**src/rtl/sipo_frame_ctrl.sv**
```systemverilog
`timescale 1ns/1ps
// Frame sequencer for a shift-right SIPO: detects a start bit, enables WIDTH shifts,
// then captures the parallel word into a valid/ready holding register with overrun and frame count.
module sipo_frame_ctrl #(
   parameter int WIDTH = 4,
   parameter int CNT_W = 8
) (
   input  logic             clk,
   input  logic             rst,
   input  logic             inp,
   input  logic [WIDTH-1:0] sipo_out,
   output logic             sipo_enb,
   output logic [WIDTH-1:0] data_out,
   output logic             valid_out,
   input  logic             ready_in,
   input  logic             abort,
   input  logic             clr_ovr,
   output logic             busy,
   output logic             overrun,
   output logic [CNT_W-1:0] frm_cnt
);

   localparam int BW = (WIDTH > 1) ? $clog2(WIDTH) : 1;
   localparam logic [BW-1:0] LAST_BIT = BW'(WIDTH - 1);

   typedef enum logic [1:0] {IDLE, SHIFT, CAPTURE} state_t;

   state_t           state_q;
   logic [BW-1:0]    bit_cnt_q;
   logic [WIDTH-1:0] data_q;
   logic             valid_q;
   logic             ovr_q;
   logic [CNT_W-1:0] cnt_q;

   logic consume;
   logic load;
   logic drop;

   // A pending word consumed on the capture edge frees the slot for the new word.
   always_comb begin
      consume = valid_q && ready_in;
      load    = (state_q == CAPTURE) && !abort && (!valid_q || ready_in);
      drop    = (state_q == CAPTURE) && !abort && valid_q && !ready_in;
   end

   always_ff @(posedge clk or posedge rst) begin
      if (rst) begin
         state_q   <= IDLE;
         bit_cnt_q <= '0;
         data_q    <= '0;
         valid_q   <= 1'b0;
         ovr_q     <= 1'b0;
         cnt_q     <= '0;
      end else begin
         case (state_q)
            IDLE: begin
               bit_cnt_q <= '0;
               if (inp) state_q <= SHIFT;
            end
            SHIFT: begin
               if (abort) begin
                  state_q   <= IDLE;
                  bit_cnt_q <= '0;
               end else if (bit_cnt_q == LAST_BIT) begin
                  state_q   <= CAPTURE;
                  bit_cnt_q <= '0;
               end else begin
                  bit_cnt_q <= bit_cnt_q + 1'b1;
               end
            end
            default: begin
               state_q   <= IDLE;
               bit_cnt_q <= '0;
            end
         endcase

         if (load) begin
            data_q  <= sipo_out;
            valid_q <= 1'b1;
            cnt_q   <= cnt_q + 1'b1;
         end else if (consume) begin
            valid_q <= 1'b0;
         end

         // Set has priority over clear.
         if (drop)
            ovr_q <= 1'b1;
         else if (clr_ovr)
            ovr_q <= 1'b0;
      end
   end

   assign sipo_enb  = (state_q == SHIFT);
   assign busy      = (state_q != IDLE);
   assign data_out  = data_q;
   assign valid_out = valid_q;
   assign overrun   = ovr_q;
   assign frm_cnt   = cnt_q;

endmodule
```
**config.mk**
```make
export PLATFORM = sky130hd
export DESIGN_NAME = sipo_frame_ctrl
export DESIGN_NICKNAME = d
export VERILOG_FILES = /design/src/rtl/sipo_frame_ctrl.sv
export SDC_FILE = /design/constraint.sdc
export NUM_CORES = 1
export LEC_CHECK = 0
export CAP_MARGIN = 5
export CORE_MARGIN = 5
export CORE_UTILIZATION = 35
export CTS_BUF_LIST = sky130_fd_sc_hd__clkbuf_4
export CTS_CLUSTER_SIZE = 16
export DETAILED_ROUTE_END_ITERATION = 16
export PLACE_DENSITY = 0.65
export SYNTH_ARGS = -nofsm -noshare
export SYNTH_HDL_FRONTEND = slang
export SYNTH_SLANG_ARGS = --single-unit
```
**constraint.sdc**
```tcl
create_clock -name clk -period 1.5 [get_ports clk]
set_input_delay 0.225 -clock clk [delete_from_list [all_inputs] [get_ports clk]]
set_output_delay 0.225 -clock clk [all_outputs]
set_load 0.05 [all_outputs]
```
==> reports/results.ini, run 1 <==
[timing]
worst_slew_margin_pct = 70.5
final_period_minus_worst_setup_slack_ns = 1.46
worst-slew-pin-transition_ns = 0.442
final.period_utilization_pct = 97.5
report.final.setup_viol = 0
clock.fmax_mhz = 684
setup_repair_after_global_routing_missed_its_margin = yes
timing.final.max_slew_violations = 0
fin_worst_skew_ns = 0.00404
final.setup.tns_ns = 0
hold_violations = 0

[cts]
post-cts-setup-buffer-count = 0
cts_htree_levels = 1
ctsLongestPathBuffers = 2
clock_latency_of_the_later_clocked_register_in_the_worst_skew_pair_ns = 0.28
cts.sink_count = 18
numCtsBuffers = 3
cts_tree = yes
clk_transition_reported_paths_ns = 0.09
cts_root_buffer = sky130_fd_sc_hd__clkbuf_4

[logic_synthesis]
synth_top_family_by_area = simple AND/OR/NAND/NOR gates
main_flop_type_after_synthesis = sky130_fd_sc_hd__dfrtp_1
synth_simple_gate_area_share_pct = 18.3
synth.area.mux_share_pct = 10.6
syn-instance-count = 62
post_synth_xor_area_fraction_pct = 7.61
synthTopCellsByArea = sky130_fd_sc_hd__dfrtp_1, sky130_fd_sc_hd__mux2_4, sky130_fd_sc_hd__xor2_1, sky130_fd_sc_hd__ha_1, sky130_fd_sc_hd__buf_6
synthAdderAreaFrac_pct = 3.11
synth_sequential_area_ratio_pct = 55.9
syn_area_per_cell_um2 = 13.0
yosysWarnings = 0
post_synth_num_cell_types = 23
yosys-top-cells-count = sky130_fd_sc_hd__dfrtp_1, sky130_fd_sc_hd__xor2_1, sky130_fd_sc_hd__mux2_4
yosys_register_bits = 18
synth_top_area_share_pct = 55.9
synthArstFlopShare_pct = 100
syn-num-nets = 74
library_cell_with_the_highest_instance_count_after_synthesis = sky130_fd_sc_hd__dfrtp_1
synth-compound-area-share_pct = 0.776
synth_enable_flop_cells = 0
synth_area_um2 = 806
synth_top_cell_by_area = sky130_fd_sc_hd__dfrtp_1

[worst_setup_path]
worst_setup_path_start_kind = input port
critPathMaxFanout = 7
cp.arrival_ns = 1.64
r2r_slack_ns = 0.05
r2r_cells = 3
crit_required_ns = 1.68
worst_r2r_endpoint = data_out[1]
timing.critical_path.cells = clkdlybuf4s50_1, or3b_4, nand2b_4, mux2_4
timing.setup.critical_path_class = input port to flop
r2r-start = state_q[0]
critical_path.slowest_cell = sky130_fd_sc_hd__clkdlybuf4s50_1
critical_path.max_stage_delay_ns = 0.45
setup.worst_path.end_class = flop

[grt]
grt_start_max_net_pins = 19
globalRouteMet3Util_pct = 2.90
via_count_of_the_first_global_routing_pass = 577
global_route.usage.total_pct = 10.0
met1_usage_pct = 11.9
highest_utilization_routing_layer_at_the_global_route_stage = met2
grt_util_met2_pct = 16.6
global_route.overflow_total = 0
global_route_wire_length_before_repair_mm = 2.61
antenna_violations_before_repair = 0

[floorplan]
initial_util_pct = 36.4
site_rows = 17
die_height_um = 58.0
ios = 26
core_area_mm2 = 0.00221
die_x_um = 58.0
fp.dieArea_mm2 = 0.00336

[drt]
drc = 0
detailedRoute.firstPassIterationCount = 4
viasPerCell = 4.54
vias = 545
postRouteWirelength_mm = 1.51
routed_antenna_nets = 0
dr.first_iter.drc_count = 13
detail_route.wl_per_cell_um = 12.6

[finish]
net_count_of_the_finished_layout = 106
layout-drive-gt1-share_pct = 35.9
finish.instance_area_mm2 = 0.00120
areaGrowthSynthToFinish_pct = 48.8
diodes = 0

[worst_hold_path]
worst_hold_path_type = input port to asynchronous set/reset pin

[power_and_ir_drop]
p_int_uw = 667
power.sequential.fraction_pct = 57.4
power_density_mw_per_mm2 = 735
power_switching_share_pct = 24.3
netsw_uw = 215
share_clk_of_total_power_pct = 25.6
power_frac_comb_pct = 17.0
ir_drop_v = 0.000561
power.static_leakage_uw = 0.000620

[placed_design]
instance_area_after_placement_mm2 = 0.00116
port_buffers = 25
dpl.hpwl_mm = 1.20
globalplace.congestion = 0.773

[run]
drv.max_cap_violation_count = 0

[run_status]
status = finished, final reports clean

## repair_timing
action | in CTS | in global routing
pin swaps | 0 | 1
endpoints found under the setup margin | 8 | 8
resized for setup | 2 | 3
endpoints found under the hold margin | 0 | 0
hold buffers | 0 | 0
## through the flow
step | hold slack [ns] | cells | setup WS [ns] | total power [uW] | util (%)
after floorplan | 0.164 | 62 | -0.0429 | 588 | -
after global routing | 0.251 | 120 | -0.0131 | 928 | 54.2
after global placement | 0.421 | 117 | -0.356 | 658 | 52.4
after CTS | 0.235 | 120 | 0.00314 | 893 | 53.7
after detailed placement | 0.439 | 117 | -0.356 | 659 | 52.4
final | 0.236 | 120 | 0.0378 | 882 | 54.2
## worst max path at each step
stage / from / to / slack [ns] / depth (start not counted)
2_1_floorplan: state_q[0] / data_out[0] / -0.04 / 5
3_3_place_gp: abort / frm_cnt[7] / -0.36 / 4
3_5_place_dp: abort / data_out[1] / -0.36 / 4
4_1_cts: state_q[0] / busy / 0.003 / 3
5_1_grt: state_q[0] / frm_cnt[7] / -0.01 / 3
6_report: abort / data_out[1] / 0.04 / 4
## cell usage in the layout, fill, tap and decap left out
| master | Yosys | routed |
|---|---|---|
| sky130_fd_sc_hd__clkbuf_4 | 0 | 3 |
| sky130_fd_sc_hd__nor2_1 | 2 | 2 |
| sky130_fd_sc_hd__nor4_1 | 3 | 3 |
| sky130_fd_sc_hd__nand2_1 | 2 | 2 |
| sky130_fd_sc_hd__o22ai_1 | 1 | 1 |
| sky130_fd_sc_hd__or2_4 | 0 | 1 |
| sky130_fd_sc_hd__buf_12 | 0 | 8 |
| sky130_fd_sc_hd__dfrtp_1 | 18 | 18 |
| sky130_fd_sc_hd__nand2b_4 | 1 | 1 |
| sky130_fd_sc_hd__nor3_1 | 2 | 2 |
| sky130_fd_sc_hd__nand4_1 | 1 | 1 |
| sky130_fd_sc_hd__clkdlybuf4s50_1 | 0 | 9 |
| sky130_fd_sc_hd__inv_1 | 2 | 2 |
| sky130_fd_sc_hd__xnor2_1 | 1 | 1 |
| sky130_fd_sc_hd__mux2_4 | 5 | 5 |
| sky130_fd_sc_hd__and2_1 | 2 | 2 |
| sky130_fd_sc_hd__or3b_4 | 0 | 1 |
| sky130_fd_sc_hd__ha_1 | 2 | 2 |
| sky130_fd_sc_hd__and2b_2 | 1 | 1 |
| sky130_fd_sc_hd__buf_4 | 0 | 11 |
| sky130_fd_sc_hd__xor2_1 | 6 | 6 |
| sky130_fd_sc_hd__mux2i_1 | 1 | 1 |
| sky130_fd_sc_hd__nand3_1 | 3 | 3 |
| sky130_fd_sc_hd__nand2b_1 | 1 | 1 |
| sky130_fd_sc_hd__nor3b_2 | 0 | 1 |
| sky130_fd_sc_hd__nor2b_1 | 3 | 3 |
| sky130_fd_sc_hd__buf_8 | 0 | 1 |
## kinds of logic after synthesis
group | after synthesis
xor gates and xnor gates | 7
muxes | 6
AOI/OAI and AO/OA | 1
adders and majority gates | 2
buffers and inverters | 4
DFF | 18
and+or+nand+nor | 24
## cell type report
type / count / area [um2]
Inverter: 2 / 7.51
Sequential cell: 18 / 450
Tap cell: 28 / 35.0
Timing Repair Buffer: 29 / 348
Multi-Input combinational cell: 40 / 335
Fill cell: 194 / 1010
Clock buffer: 3 / 22.5
## state kept, by name (all words and copies together) (netlist names)
register	count
frm_cnt	8
data_out	4
bit_cnt_q	2
valid_out	1
overrun	1
state_q	2
## layer usage
| layer | wire length (um) | vias to the layer above | share of wire [%] |
|---|---|---|---|
| met5 | 0 | - | 0 |
| met4 | 10 | 0 | 0.66 |
| met3 | 64 | 2 | 4.2 |
| met2 | 816 | 11 | 54 |
| met1 | 622 | 261 | 41 |
| li1 | - | 271 | - |
## worst max-delay path: cells and delay by family
family / cells / cell delay (ns)
muxes: 1 / 0.31
and+or+nand+nor: 2 / 0.64
buffers and inverters: 1 / 0.45
## power groups by stage
stage          clock network (uW)  logic [uW]  registers, uW
3_5_place_dp                    0         144            515
4_1_cts                       240         147            506
2_1_floorplan                   0        54.4            534
5_1_grt                       262         159            508
3_3_place_gp                    0         143            515
6_report                      226         150            506
Note: power is estimated with default switching activity, not from simulation.
==> run 2: changes to the inputs <==
--- a/config.mk
+++ b/config.mk
@@ -10,4 +10,5 @@
 export CORE_UTILIZATION = 35
 export CTS_BUF_LIST = sky130_fd_sc_hd__clkbuf_4
+export CTS_CLUSTER_DIAMETER = 60
 export CTS_CLUSTER_SIZE = 16
 export DETAILED_ROUTE_END_ITERATION = 16
==> constraint.sdc (replaced) <==
create_clock -name clk -period 1.5 [get_ports clk]
set_input_delay 0.225 -clock clk [delete_from_list [all_inputs] [get_ports clk]]
set_output_delay 0.225 -clock clk [all_outputs]
set_load 0.005 [all_outputs]
==> reports/results.ini, run 2 (same netlist as run 1, synthesis figures left out) <==
[drt]
detail_route.wl_per_cell_um = 12.1  ; -4.4%
vias = 568  ; +4.2%
route.top_layer_used = met3
routed_antenna_nets = 0  ; unchanged
route.met2.wl_um = 799  ; -2.1%
viasPerCell = 4.54  ; about the same
met3_wirelength_um = 110  ; +72%
postRouteWirelength_mm = 1.51  ; -0.46%
wl_met1_um = 597  ; -4.0%
drc = 0  ; unchanged
detailedRoute.firstPassIterationCount = 4  ; unchanged
dr.first_iter.drc_count = 9  ; -4

[grt]
antenna_violations_before_repair = 0  ; unchanged
global_route.overflow_total = 0  ; unchanged
global_route.usage.total_pct = 10.0  ; -0.037 points
global_route_wire_length_before_repair_mm = 2.59  ; -0.81%
via_count_of_the_first_global_routing_pass = 600  ; +4.0%
grt_start_max_net_pins = 19  ; unchanged

[timing]
final_period_minus_worst_setup_slack_ns = 1.45  ; -0.0124 ns
fin_worst_skew_ns = 0.00116  ; -0.00288 ns
timing.final.max_slew_violations = 0  ; unchanged
hold_violations = 0  ; unchanged
report.final.setup_viol = 0  ; unchanged
whs_ns = 0.244  ; +0.00789 ns
setup_repair_after_global_routing_missed_its_margin = yes
worst-slew-pin-transition_ns = 0.575  ; +0.133 ns
final.period_utilization_pct = 96.7  ; -0.83 points
worst_slew_margin_pct = 61.6  ; -8.9 points
clock.fmax_mhz = 690  ; +0.85%

[finish]
net_count_of_the_finished_layout = 111  ; +4.7%
utilization_after_layout_pct = 53.2  ; -0.96 points
final.fill_count = 197  ; +1.5%
layout-drive-gt1-share_pct = 28.9  ; -7.0 points
final_cell_mix = sky130_fd_sc_hd__clkdlybuf4s50_1, sky130_fd_sc_hd__dfrtp_1, sky130_fd_sc_hd__buf_4
areaGrowthSynthToFinish_pct = 46.1
final_common_cell = sky130_fd_sc_hd__clkdlybuf4s50_1
diodes = 0  ; unchanged
largest_register_ffs = 8  ; unchanged

[floorplan]
die_x_um = 58.0  ; unchanged
fp.dieArea_mm2 = 0.00336  ; unchanged
ios = 26  ; unchanged
core_area_mm2 = 0.00221  ; unchanged
die_height_um = 58.0  ; unchanged
site_rows = 17  ; unchanged
initial_util_pct = 36.4  ; unchanged

[power_and_ir_drop]
power_switching_share_pct = 20.0  ; -4.3 points
power_density_mw_per_mm2 = 691  ; -6.1%
design_power_total_uw = 813  ; -7.7%
share_clk_of_total_power_pct = 26.7  ; +1.1 points
power.sequential.fraction_pct = 62.0  ; +4.6 points
p_int_uw = 650  ; -2.5%
ir_drop_v = 0.000533  ; -5.0%
power.static_leakage_uw = 0.000597  ; -3.6%
netsw_uw = 163  ; -24%
power_frac_comb_pct = 11.3  ; -5.7 points

[cts]
cts_htree_levels = 1  ; unchanged
clock_latency_of_the_later_clocked_register_in_the_worst_skew_pair_ns = 0.28  ; about the same
cts_tree = yes
cts.sink_count = 18  ; unchanged
clk_transition_reported_paths_ns = 0.08  ; about the same
ctsLongestPathBuffers = 2  ; unchanged
cts_root_buffer = sky130_fd_sc_hd__clkbuf_4
numCtsBuffers = 3  ; unchanged

[worst_setup_path]
cp.arrival_ns = 1.22  ; -0.42 ns
critPathMaxFanout = 4  ; -3
critical_path.slowest_cell = sky130_fd_sc_hd__clkdlybuf4s50_1
worst_setup_path_start_kind = flop
crit_required_ns = 1.27  ; -0.41 ns
cp.buffers_inverters = 1  ; unchanged
setup.worst_path.end_class = output pin
timing.setup.critical_path_class = flop to output pin
critPathTopFamily = buffers and inverters
timing.critical_path.cells = clkdlybuf4s50_1
critical_path.max_stage_delay_ns = 0.53  ; +0.08 ns

[run_status]
status = finished, final reports clean

[worst_hold_path]
worst_hold_path_type = input port to asynchronous set/reset pin

[placed_design]
dpl.hpwl_mm = 1.17  ; -3.1%
port_buffers = 25  ; unchanged
globalplace.congestion = 0.708  ; -8.4%

[run]
drv.max_cap_violation_count = 0  ; unchanged

run 2: cell types whose count changed in the layout (fill, tap and decap cells not counted), moves of 2 or more:
cell,change
sky130_fd_sc_hd__clkdlybuf4s50_1,+13
sky130_fd_sc_hd__buf_12,-8
sky130_fd_sc_hd__buf_4,-2
sky130_fd_sc_hd__clkbuf_2,+2
sky130_fd_sc_hd__nor4_1,-2
sky130_fd_sc_hd__nor4_2,+2
run 2: final timing paths:
kind,from,endpoint,slack [ns],depth (start not counted)
worst min register to register,bit_cnt_q[0],bit_cnt_q[0],0.44,1
worst min-delay path,rst,data_out[0],0.24,3
max in group asynchronous,rst,frm_cnt[3],1.05,3
worst max-delay path,frm_cnt[5],frm_cnt[5],0.05,1
worst max register to register,state_q[0],data_out[0],0.05,3
min in group clk,abort,bit_cnt_q[0],0.33,3
run 2: repair_timing:
action / CTS / global route
hold buffers: 0 / 0
hold endpoints to repair: 0 / 0
endpoints found under the setup margin: 12 / 15
gates resized for setup: 6 / 7
buffers inserted: 0 / 4
run 2: per-stage QoR:
stage          instance area, um2  cells  setup TNS, ns  worst slack [ns]
2_1_floorplan                 806     62         -0.212           -0.0423
5_1_grt                      1180    125       -0.00671          -0.00347
6_report                     1180    125              0            0.0502
3_5_place_dp                 1110    118          -3.86            -0.347
4_1_cts                      1140    121        -0.0363           -0.0363
3_3_place_gp                 1110    118          -3.38            -0.330
run 2: per-layer routing:
metal / track usage, % / up-vias
met5: 0 / -
met4: 1.99 / 0
met3: 4.90 / 0
met2: 17.6 / 15
met1: 10.9 / 271
li1: - / 282
run 2: layout make-up:
type / instances / area [um2] / share of cell area, %
sequential: 18 / 452 / 38.4
clock buffer: 3 / 22.5 / 1.91
timing repair buffer: 34 / 310 / 26.4
inverter: 2 / 7.51 / 0.638
tap: 28 / 35.0 / 2.98
multi-input combinational: 40 / 350 / 29.8
run 2: power by group through the flow:
stage	logic [uW]	clock network [uW]	registers, uW
after floorplan	32.8	0	515
after global placement	93.1	0	514
after detailed placement	94.1	0	514
after CTS	91.2	231	505
after global routing	103	259	507
final	91.7	218	504
